File: src/rtl/ej32_con_tx.sv
// eJ32 console transmit: snoops output-buffer writes, queues them and sends 8N1 on tx.
// Define EJ32_CON_PARITY_EN to add an even-parity bit (8E1 frames).
module ej32_con_tx #(
    parameter int OBUF   = 'h1400,
    parameter int OBSZ   = 'h0400,
    parameter int ASZ    = 17,
    parameter int FDEPTH = 16,
    parameter int DIV    = 868
) (
    input  logic           clk,
    input  logic           rst,
    input  logic           wr_en,
    input  logic [ASZ-1:0] wr_addr,
    input  logic [7:0]     wr_data,
    output logic           full,
    output logic           ovf,
    output logic           tx,
    output logic           tx_busy,
    output logic [15:0]    tx_cnt
);
    localparam int AW = $clog2(FDEPTH);
    localparam int CW = AW + 1;
    localparam int BW = $clog2(DIV);
    localparam logic [ASZ:0] LO = (ASZ+1)'(OBUF);
    localparam logic [ASZ:0] HI = (ASZ+1)'(OBUF + OBSZ);

    typedef enum logic [2:0] {
        IDLE,
        START,
        DATA,
`ifdef EJ32_CON_PARITY_EN
        PARITY,
`endif
        STOP
    } state_t;

    state_t        state;
    logic [7:0]    mem [FDEPTH];
    logic [AW-1:0] wp;
    logic [AW-1:0] rp;
    logic [CW-1:0] count;
    logic [BW-1:0] baud;
    logic [2:0]    bitn;
    logic [7:0]    sh;
`ifdef EJ32_CON_PARITY_EN
    logic          par;
`endif
    logic          in_win;
    logic          bit_done;
    logic          pop;
    logic          push;
    logic [7:0]    head;

    assign in_win   = ({1'b0, wr_addr} >= LO) && ({1'b0, wr_addr} < HI);
    assign bit_done = (baud == BW'(DIV - 1));
    assign full     = (count == CW'(FDEPTH));
    assign tx_busy  = (state != IDLE) || (count != '0);
    assign head     = mem[rp];
    // A pop frees a slot in the same cycle, so a full FIFO still accepts then.
    assign pop  = (count != '0) &&
                  ((state == IDLE) || ((state == STOP) && bit_done));
    assign push = wr_en && in_win && (!full || pop);

    always_ff @(posedge clk) begin
        if (push)
            mem[wp] <= wr_data;
    end

    always_ff @(posedge clk) begin
        if (rst) begin
            state  <= IDLE;
            wp     <= '0;
            rp     <= '0;
            count  <= '0;
            baud   <= '0;
            bitn   <= '0;
            sh     <= '0;
`ifdef EJ32_CON_PARITY_EN
            par    <= 1'b0;
`endif
            ovf    <= 1'b0;
            tx     <= 1'b1;
            tx_cnt <= '0;
        end else begin
            if (push)
                wp <= wp + AW'(1);
            if (pop)
                rp <= rp + AW'(1);
            count <= count + CW'(push) - CW'(pop);
            if (wr_en && in_win && full && !pop)
                ovf <= 1'b1;

            if (state == IDLE || bit_done)
                baud <= '0;
            else
                baud <= baud + BW'(1);

            if (pop) begin
                sh    <= head;
`ifdef EJ32_CON_PARITY_EN
                par   <= ^head;
`endif
                state <= START;
                tx    <= 1'b0;
            end

            unique case (state)
                IDLE: ;
                START: begin
                    if (bit_done) begin
                        state <= DATA;
                        tx    <= sh[0];
                        bitn  <= '0;
                    end
                end
                DATA: begin
                    if (bit_done) begin
                        bitn <= bitn + 3'd1;
                        sh   <= sh >> 1;
                        if (bitn == 3'd7) begin
`ifdef EJ32_CON_PARITY_EN
                            state <= PARITY;
                            tx    <= par;
`else
                            state <= STOP;
                            tx    <= 1'b1;
`endif
                        end else begin
                            tx <= sh[1];
                        end
                    end
                end
`ifdef EJ32_CON_PARITY_EN
                PARITY: begin
                    if (bit_done) begin
                        state <= STOP;
                        tx    <= 1'b1;
                    end
                end
`endif
                STOP: begin
                    if (bit_done) begin
                        tx_cnt <= tx_cnt + 16'd1;
                        if (!pop)
                            state <= IDLE;
                    end
                end
                default: state <= IDLE;
            endcase
        end
    end
endmodule

File: config.mk
export PLATFORM = sky130hd
export DESIGN_NAME = ej32_con_tx
export DESIGN_NICKNAME = d
export VERILOG_FILES = /design/src/rtl/ej32_con_tx.sv
export SDC_FILE = /design/constraint.sdc
export NUM_CORES = 1
export LEC_CHECK = 0
export CAP_MARGIN = 10
export CORE_ASPECT_RATIO = 1.75
export CORE_MARGIN = 3
export CORE_UTILIZATION = 60
export CTS_CLUSTER_DIAMETER = 150
export DETAILED_ROUTE_END_ITERATION = 10
export PLACE_DENSITY = 0.88
export SYNTH_ARGS = -nofsm -noshare
export SYNTH_HDL_FRONTEND = slang
export SYNTH_SLANG_ARGS = --single-unit
File: constraint.sdc
create_clock -name clk -period 6.23 [get_ports clk]
set_clock_uncertainty 0.2 [all_clocks]
set_input_delay 1.246 -clock clk [delete_from_list [all_inputs] [get_ports clk]]
set_output_delay 1.246 -clock clk [all_outputs]
set_load 0.01 [all_outputs]
Word-level counts from Yosys, hierarchy flattened
Memories as Yosys holds them, arrays and structs flattened. A register that Yosys moved wholly into a read port is not among the register bits.
Index checks and enable logic that the tools add are counted.

cells by class
  $add $sub $neg = 7
  order comparisons = 2
  eq/ne operators = 8
  multiplexer cells = 22
  reduce and logical (&&, ||, !) cells = 20

operators with widths
  operator                                                             number
  two-way mux 3 bit                                                    8
  two-way mux 8 bit                                                    3
  greater-or-equal comparator 17 x 13 -> 1 bit, second input constant  1
  less-than comparator 17 x 13 -> 1 bit, second input constant         1
  adder 16 x 1 -> 16 bit, second input constant                        1
  case mux 3 bit (4 select lines)                                      1
  adder 10 x 1 -> 10 bit, second input constant                        1
  == test 10 bit, second input constant                                1
  adder 4 x 1 -> 4 bit, second input constant                          2
  two-way mux 4 bit                                                    2
  logical AND 1 bit                                                    7
  == test 3 x 2 -> 1 bit, second input constant                        2
  two-way mux 1 bit                                                    6
  case mux 3 bit (2 select lines)                                      1
  adder 5 x 1 -> 5 bit                                                 1
  == test 5 bit, second input constant                                 1
  nonzero test 5 bit                                                   1
  subtractor 5 x 1 -> 5 bit                                            1
  logical OR 1 bit                                                     4
  != test 2 bit, second input constant                                 2
  adder 3 x 1 -> 3 bit, second input constant                          1
  == test 3 x 1 -> 1 bit, second input constant                        1
  == test 3 bit, second input constant                                 1
  zero test 3 bit                                                      1
  other kinds (7)                                                      8

word-level totals
  bits in registers = 55
  RAM bits = 128
  input port bits = 28
  output and inout port bits = 20
  logic and storage cells = 70
  memories kept = 1

memories
  name  words  bits a word  rd ports  clocked after memory_dff  write ports  RTL line  text
  mem   16     8            1         1                         1            38        logic [7:0] mem [FDEPTH];

Logic depth before layout (Yosys ltp)
Gate-level depths: netlist of the first run.

  depth after elaboration = 8
  mapped depth = 16
  gate-level depth less buffers = 14

Worst setup path after synthesis of the first run
No wires, ideal clock.

  path type = input-to-reg
  start = in wr_addr[13]
  end = reg count[4]
  library setup time = 0.132 ns
  arrival = 3.375 ns
  data required time = 5.898 ns
  slack = 2.522 ns
  stages = 15
  path buffers = 2
  cell sequence = nor4bb_1 and4b_1 o31a_1 clkbuf_1 clkbuf_1 nand2_1 nand2_1 ha_1 inv_1 fa_1 inv_1 a21oi_1 nor2_1 or3_1 a21oi_1

between the ends
  cells in the longest elaborated chain, start to end = 6
  elaborated cells on any way between the ends = 7
  classes of those cells = add/sub (2); order compare (2); reduce/logical (3)

ends and longest elaborated chain
  element                                                                                                       RTL line  text
  from (decl)                                                                                                   13        input logic [ASZ-1:0] wr_addr,
  greater-or-equal comparator 17 x 13 -> 1 bit / less-than comparator 17 x 13 -> 1 bit (equally long branches)  54        assign in_win = ({1'b0, wr_addr} >= LO) && ({1'b0, wr_addr} < HI);
  logical AND 1 bit (*)                                                                                         54
  logical AND 1 bit (*) (2 in a row)                                                                            62        assign push = wr_en && in_win && (!full || pop);
  adder 5 x 1 -> 5 bit (*)                                                                                      89        count <= count + CW'(push) - CW'(pop);
  subtractor 5 x 1 -> 5 bit (*)                                                                                 89
  to (signal assigned)                                                                                          89
  to (decl)                                                                                                     41        logic [CW-1:0] count;

Every way passes the cells marked *; elsewhere a longest branch is shown, timed or not.
A chain may end at the register's enable or synchronous reset.

Final worst setup path of the first run
  start = in wr_en
  end = reg count[4]

between the ends
  cells in the longest elaborated chain, start to end = 4

ends and longest elaborated chain
  element                         RTL line  text
  from (decl)                     12        input logic wr_en,
  logical AND 1 bit (2 in a row)  62
  adder 5 x 1 -> 5 bit            89
  subtractor 5 x 1 -> 5 bit       89

No other way between the ends.

==> run summary, run 1 <==
vias per inst = 6.11
Final Instance Area = 0.00893 mm2
sw frac = 28.3%
Die Area = 0.0146 mm2
vias in the first global route = 4,961
number of flops mapped to enable cells by yosys = 128
port bufs = 37
First DRT Iteration DRCs = 445
Power Internal = 2.17 mW
Cell Area, Placed = 0.00829 mm2
Antenna diodes = 0
post-synth cell types = 53
Comb power frac = 15.8%
Chip Height = 157 um
gr usage total = 22.6%
Die Wd = 92.6 um
row cnt = 54
pin count of the biggest net entering global routing = 59
final wirelength = 15.8 mm
Arr. time, crit path = 4230 ps
top sig layer = met4
Slowest-stage cell, CP = o31a_1
unrepaired setup endpoints after global routing = false
cts repair resizes = 0
core area = 0.0126 mm2
WP data required = 6390 ps
Clk pwr share = 36.6%
HPWL after detailed placement = 10.3 mm
setup TNS = 0 ps
CTS HTree Levels = 4
CTS Hold Bufs = 0
area share of the largest cell type after synthesis = 48.9%
NetSw = 0.859 mW
initial antenna violation count = 0
Peak Freq = 0.245 GHz
CTS tree = built
clk sink count = 187
Syn Inst Count = 577
GPL Wtd Cong = 0.825
final setup violation count = 0
first-pass GRT wire length = 24.9 mm
synthesized area per cell = 13.6 um2
Final Slew Violations = 0
Worst-Margin Slew = 978 ps
Final Hold Vio Count = 0
P&R area growth vs syn = 13.5%
Hold Path Class = register to register
VDD IR max = 289 uV
Seq pwr share = 47.7%
crit path cell chain = clkdlybuf4s50_1 > nor4bb_1 > and4b_1 > o31a_1 > or2_2 > nand2_1 > ha_1 > inv_1 > fa_1 > inv_1 > a21oi_1 > nor2_1 > or3_1 > a21oi_1
nets@finish = 648
CTS root buffer = clkbuf_16
Post-CTS Setup Bufs = 0
Netlist Area Pre-Place = 0.00787 mm2
most frequent cell after synthesis = edfxtp_1
post-synthesis sequential area ratio = 63.9%
post-DR wirelength/cell = 20.1 um
CP Capture Type = register
Overflow after GRT = 0
CP Launch Type = input port
flops & latches, synth = 187
starting density of the core = 62.3%
Clock transition at path regs = 80 ps
Via Count = 4,803
fraction of layout cells with a size suffix above 1 = 10.2%
io pins = 48
post-route ant nets = 0
post-route minimum period = 4080 ps
syn nets = 620
Slew headroom = 34.3%
TritonRoute pass-1 iters = 5
Num CTS Buffers = 17
buffer depth of the longest clock path = 2
crit-path max FO = 18
Yosys Warn Count = 0
Worst-Skew Late Latency = 440 ps
most frequent cells after synthesis = edfxtp_1 (128), dfxtp_1 (59), nor2_1 (43)
WL met1 = 5.56 mm
top cells by area, synth = edfxtp_1 (49%), dfxtp_1 (15%), mux4_2 (5.4%)
status = finished clean
crit share post-route = 65.4%
routed length on met3 = 716 um
Max stage delay on crit path = 500 ps
Yosys top cell by area = edfxtp_1
max-cap violations = 0
DR DRC count = 0
met2 WL = 9.02 mm
PwrDens = 340 mW/mm2
Leakage = 3.01 nW
ys flop type = edfxtp_1
asr flop ratio synth = 0%
critical path class = input port to register
state kept, by name (all words and copies together) (netlist names), named ones only:
register  count
mem         128
bitn          3
tx_cnt       16
ovf           1
rp            4
sh            8
state         3
tx            1
count         5
wp            4
baud         10
cells by family after synthesis:
group	share of synthesized area (%)
other cells	0.0477
simple gates	13.1
xor+xnor	3.23
fa+ha+maj	2.48
flops	63.9
buf+inv	2.93
compound gates	4.77
mux	9.53
final timing paths:
| kind | from | to | slack [ps] | cells after the start |
|---|---|---|---|---|
| setup / recovery | wr_en | count[4]$_SDFF_PP0_ | 2150 | 14 |
| hold / removal | baud[0]$_SDFF_PP0_ | baud[0]$_SDFF_PP0_ | 250 | 1 |
| setup reg to reg | baud[0]$_SDFF_PP0_ | count[4]$_SDFF_PP0_ | 2380 | 14 |
| hold reg to reg | baud[0]$_SDFF_PP0_ | baud[0]$_SDFF_PP0_ | 250 | 1 |
power groups by stage:
stage                     clock (mW)  combinational [mW]  sequential, mW
after detailed placement           0               0.469            1.47
after global placement             0               0.445            1.47
after floorplan                    0               0.417            1.42
after global routing            1.18               0.517            1.45
after CTS                       1.12               0.477            1.45
final                           1.11               0.478            1.45
metrics by stage:
step / power (mW) / utilization, % / worst slack, ps / hold WS, ps / cells
after floorplan: 1.84 / - / 2520 / 218 / 577
after global placement: 1.91 / 65.6 / 1920 / 230 / 754
after detailed placement: 1.94 / 65.6 / 1740 / 243 / 754
after CTS: 3.04 / 70.6 / 2200 / 255 / 786
after global routing: 3.15 / 70.6 / 1930 / 271 / 786
final: 3.03 / 70.6 / 2150 / 253 / 786
worst max-delay path, delay by kind of cell:
| kind | cells | cell delay (ps) |
|---|---|---|
| and+or+nand+nor | 6 | 1250 |
| AOI/OAI and AO/OA | 3 | 770 |
| buffers and inverters | 3 | 570 |
| adders and majority gates | 2 | 390 |
per-layer routing:
metal  up-vias  track usage, %
li1       2219               -
met1      2396            23.6
met2       152            43.1
met3        36            5.02
met4         0            9.00
met5         -               0
area by class of cell:
cell class	count	area [um2]
Sequential cell	187	5030
Clock inverter	15	209
Multi-Input combinational cell	344	2610
Clock buffer	17	425
Timing Repair Buffer	40	388
Inverter	15	56.3
Fill cell	794	3710
Tap cell	168	210
placed cells by master (no fill, tap or decap), types with 7 or more instances in the layout:
master / instances
edfxtp_1: 128
or4_1: 8
a21oi_1: 17
a31oi_1: 9
clkdlybuf4s50_1: 36
and3_1: 17
nand3_1: 27
a22oi_1: 7
nor2_1: 43
nor2b_1: 16
xor2_1: 12
mux2i_1: 31
mux4_2: 19
inv_1: 15
nor3_1: 11
ha_1: 14
nand2_1: 30
dfxtp_1: 58
xnor2_1: 17
clkbuf_16: 17
a22o_1: 7
clkinv_8: 7
Power figures use the tool's default switching activity.
==> run 2, diff against run 1 <==
--- a/config.mk
+++ b/config.mk
@@ -8,10 +8,10 @@
 export CAP_MARGIN = 10
 export CORE_ASPECT_RATIO = 1.75
 export CORE_MARGIN = 3
-export CORE_UTILIZATION = 60
+export CORE_UTILIZATION = 59
 export CTS_CLUSTER_DIAMETER = 150
 export DETAILED_ROUTE_END_ITERATION = 10
-export PLACE_DENSITY = 0.88
+export PLACE_DENSITY = 0.87
 export SYNTH_ARGS = -nofsm -noshare
 export SYNTH_HDL_FRONTEND = slang
 export SYNTH_SLANG_ARGS = --single-unit
==> constraint.sdc (replaced) <==
create_clock -name clk -period 3.9 [get_ports clk]
set_clock_uncertainty 0.2 [all_clocks]
set_input_delay 0.78 -clock clk [delete_from_list [all_inputs] [get_ports clk]]
set_output_delay 0.78 -clock clk [all_outputs]
set_load 0.01 [all_outputs]
==> run summary, run 2 (same netlist as run 1, synthesis figures left out) <==
status = finished clean
Worst-Skew Late Latency = 430 ps
Peak Freq = 0.290 GHz
VDD IR max = 409 uV
Antenna diodes = 0
Hold Path Class = register to register
fraction of layout cells with a size suffix above 1 = 10.9%
setup TNS = 0 ps
starting density of the core = 60.5%
Slew headroom = 35.8%
CTS Hold Bufs = 0
io pins = 48
crit-path max FO = 11
P&R area growth vs syn = 13.4%
sw frac = 26.9%
CTS root buffer = clkbuf_16
Clock transition at path regs = 70 ps
Arr. time, crit path = 3590 ps
HPWL after detailed placement = 10.9 mm
Die Wd = 93.3 um
initial antenna violation count = 0
buffer depth of the longest clock path = 2
post-route minimum period = 3450 ps
top sig layer = met4
Die Area = 0.0148 mm2
final setup violation count = 0
Worst Path Buf+Inv = 3
critical path class = register to register
met2 WL = 9.36 mm
PwrDens = 537 mW/mm2
clk sink count = 187
nets@finish = 654
most frequent cells in the layout = edfxtp_1 (128), dfxtp_1 (58), nor2_1 (43)
vias per inst = 5.98
NetSw = 1.29 mW
Slowest-stage cell, CP = dfxtp_1
cts repair resizes = 0
CP top delay family = simple AND/OR/NAND/NOR gates
Leakage = 3.01 nW
CTS HTree Levels = 4
crit share post-route = 88.4%
Setup WS pre-CTS = 209 ps
PnR worst setup slack = 454 ps
Comb power frac = 16.5%
row cnt = 55
post-route ant nets = 0
Final Hold Vio Count = 0
TritonRoute pass-1 iters = 5
Clk pwr share = 35.3%
Post-CTS Setup Bufs = 0
WL met1 = 5.62 mm
Via Count = 4,757
port bufs = 37
pin count of the biggest net entering global routing = 59
Power Internal = 3.50 mW
final wirelength = 16.0 mm
Overflow after GRT = 0
max FFs per register = 128
biggest regs = mem x128, tx_cnt x16, baud x10
First DRT Iteration DRCs = 238
Worst-Margin Slew = 963 ps
WP data required = 4050 ps
crit path cell chain = ha_1 > nand4bb_2 > nor4_4 > buf_4 > o31a_1 > or2_2 > nand2_1 > ha_1 > inv_1 > fa_1 > inv_1 > a21oi_1 > nor2_1 > or3_1 > a21oi_1
Chip Height = 159 um
Final Slew Violations = 0
post-DR wirelength/cell = 20.1 um
unrepaired setup endpoints after global routing = false
Reg with most FFs = mem
max-cap violations = 0
core area = 0.0130 mm2
first-pass GRT wire length = 25.8 mm
Num CTS Buffers = 17
CP Capture Type = register
CTS tree = built
GPL Wtd Cong = 0.814
commonest non-fill, non-tap cell in the layout = edfxtp_1
routed length on met3 = 541 um
Max stage delay on crit path = 360 ps
vias in the first global route = 5,079
DR DRC count = 0
CP Launch Type = register
Seq pwr share = 48.3%
gr usage total = 22.6%
==> run 2: changes by cell type in the layout (fill, tap and decap cells not counted) <==
cell,before,now
clkinv_8,7,0
buf_4,3,9
clkinvlp_4,0,4
inv_12,2,0
bufinv_16,0,1
clkbuf_1,0,1
clkinv_4,0,1
inv_6,2,3
inv_8,4,5
==> run 2: final cells by class <==
type                            count  area, um2
Clock buffer                       18        429
Sequential cell                   187       5030
Tap cell                          171        214
Timing Repair Buffer               46        433
Fill cell                         845       4090
Inverter                           15       56.3
Multi-Input combinational cell    344       2610
Clock inverter                     14        151
==> run 2: worst register-to-register path, stage by stage (launching register included) <==
cell	delay, ps
dfxtp_1	360
ha_1	260
nand4bb_2	220
nor4_4	340
buf_4	230
o31a_1	220
or2_2	160
nand2_1	60
ha_1	200
inv_1	90
fa_1	230
inv_1	50
a21oi_1	180
nor2_1	90
or3_1	350
a21oi_1	140
==> run 2: power groups by stage <==
stage | clock (mW) | combinational, mW | sequential [mW]
final | 1.69 | 0.790 | 2.31
after global routing | 1.78 | 0.858 | 2.33
after CTS | 1.70 | 0.791 | 2.31
after detailed placement | 0 | 0.770 | 2.35
after global placement | 0 | 0.724 | 2.35
after floorplan | 0 | 0.667 | 2.27
==> run 2: metal layers <==
layer / GRT usage [%] / up-vias
li1: - / 2226
met1: 24.1 / 2351
met2: 42.8 / 145
met3: 3.51 / 35
met4: 9.27 / 0
met5: 0 / -
==> run 2: worst paths after layout <==
kind                                    startpoint                  end  slack [ps]  depth (start not counted)
worst max register to register  baud[0]$_SDFF_PP0_  count[4]$_SDFF_PP0_         450                         15
worst min register to register  baud[0]$_SDFF_PP0_   baud[0]$_SDFF_PP0_         260                          1
worst max-delay path            baud[0]$_SDFF_PP0_  count[4]$_SDFF_PP0_         450                         15
worst min-delay path            baud[0]$_SDFF_PP0_   baud[0]$_SDFF_PP0_         260                          1
==> run 2: stage by stage <==
step           cells  cell area [um2]  total power [mW]  util [%]  hold slack [ps]
2_1_floorplan    577             7870              2.94         -              218
3_3_place_gp     763             8340              3.07      64.1              229
5_1_grt          795             8920              4.97      68.6              284
3_5_place_dp     763             8340              3.12      64.1              245
6_report         795             8920              4.79      68.6              258
4_1_cts          795             8920              4.81      68.6              261
==> run 3, diff against run 2 <==
--- a/config.mk
+++ b/config.mk
@@ -11,6 +11,7 @@
 export CORE_UTILIZATION = 59
 export CTS_CLUSTER_DIAMETER = 150
 export DETAILED_ROUTE_END_ITERATION = 10
+export HOLD_SLACK_MARGIN = 0.06
 export PLACE_DENSITY = 0.87
 export SYNTH_ARGS = -nofsm -noshare
 export SYNTH_HDL_FRONTEND = slang
==> results of run 3 <==
No change in the layout: final DEF, timing and power equal those of run 2.
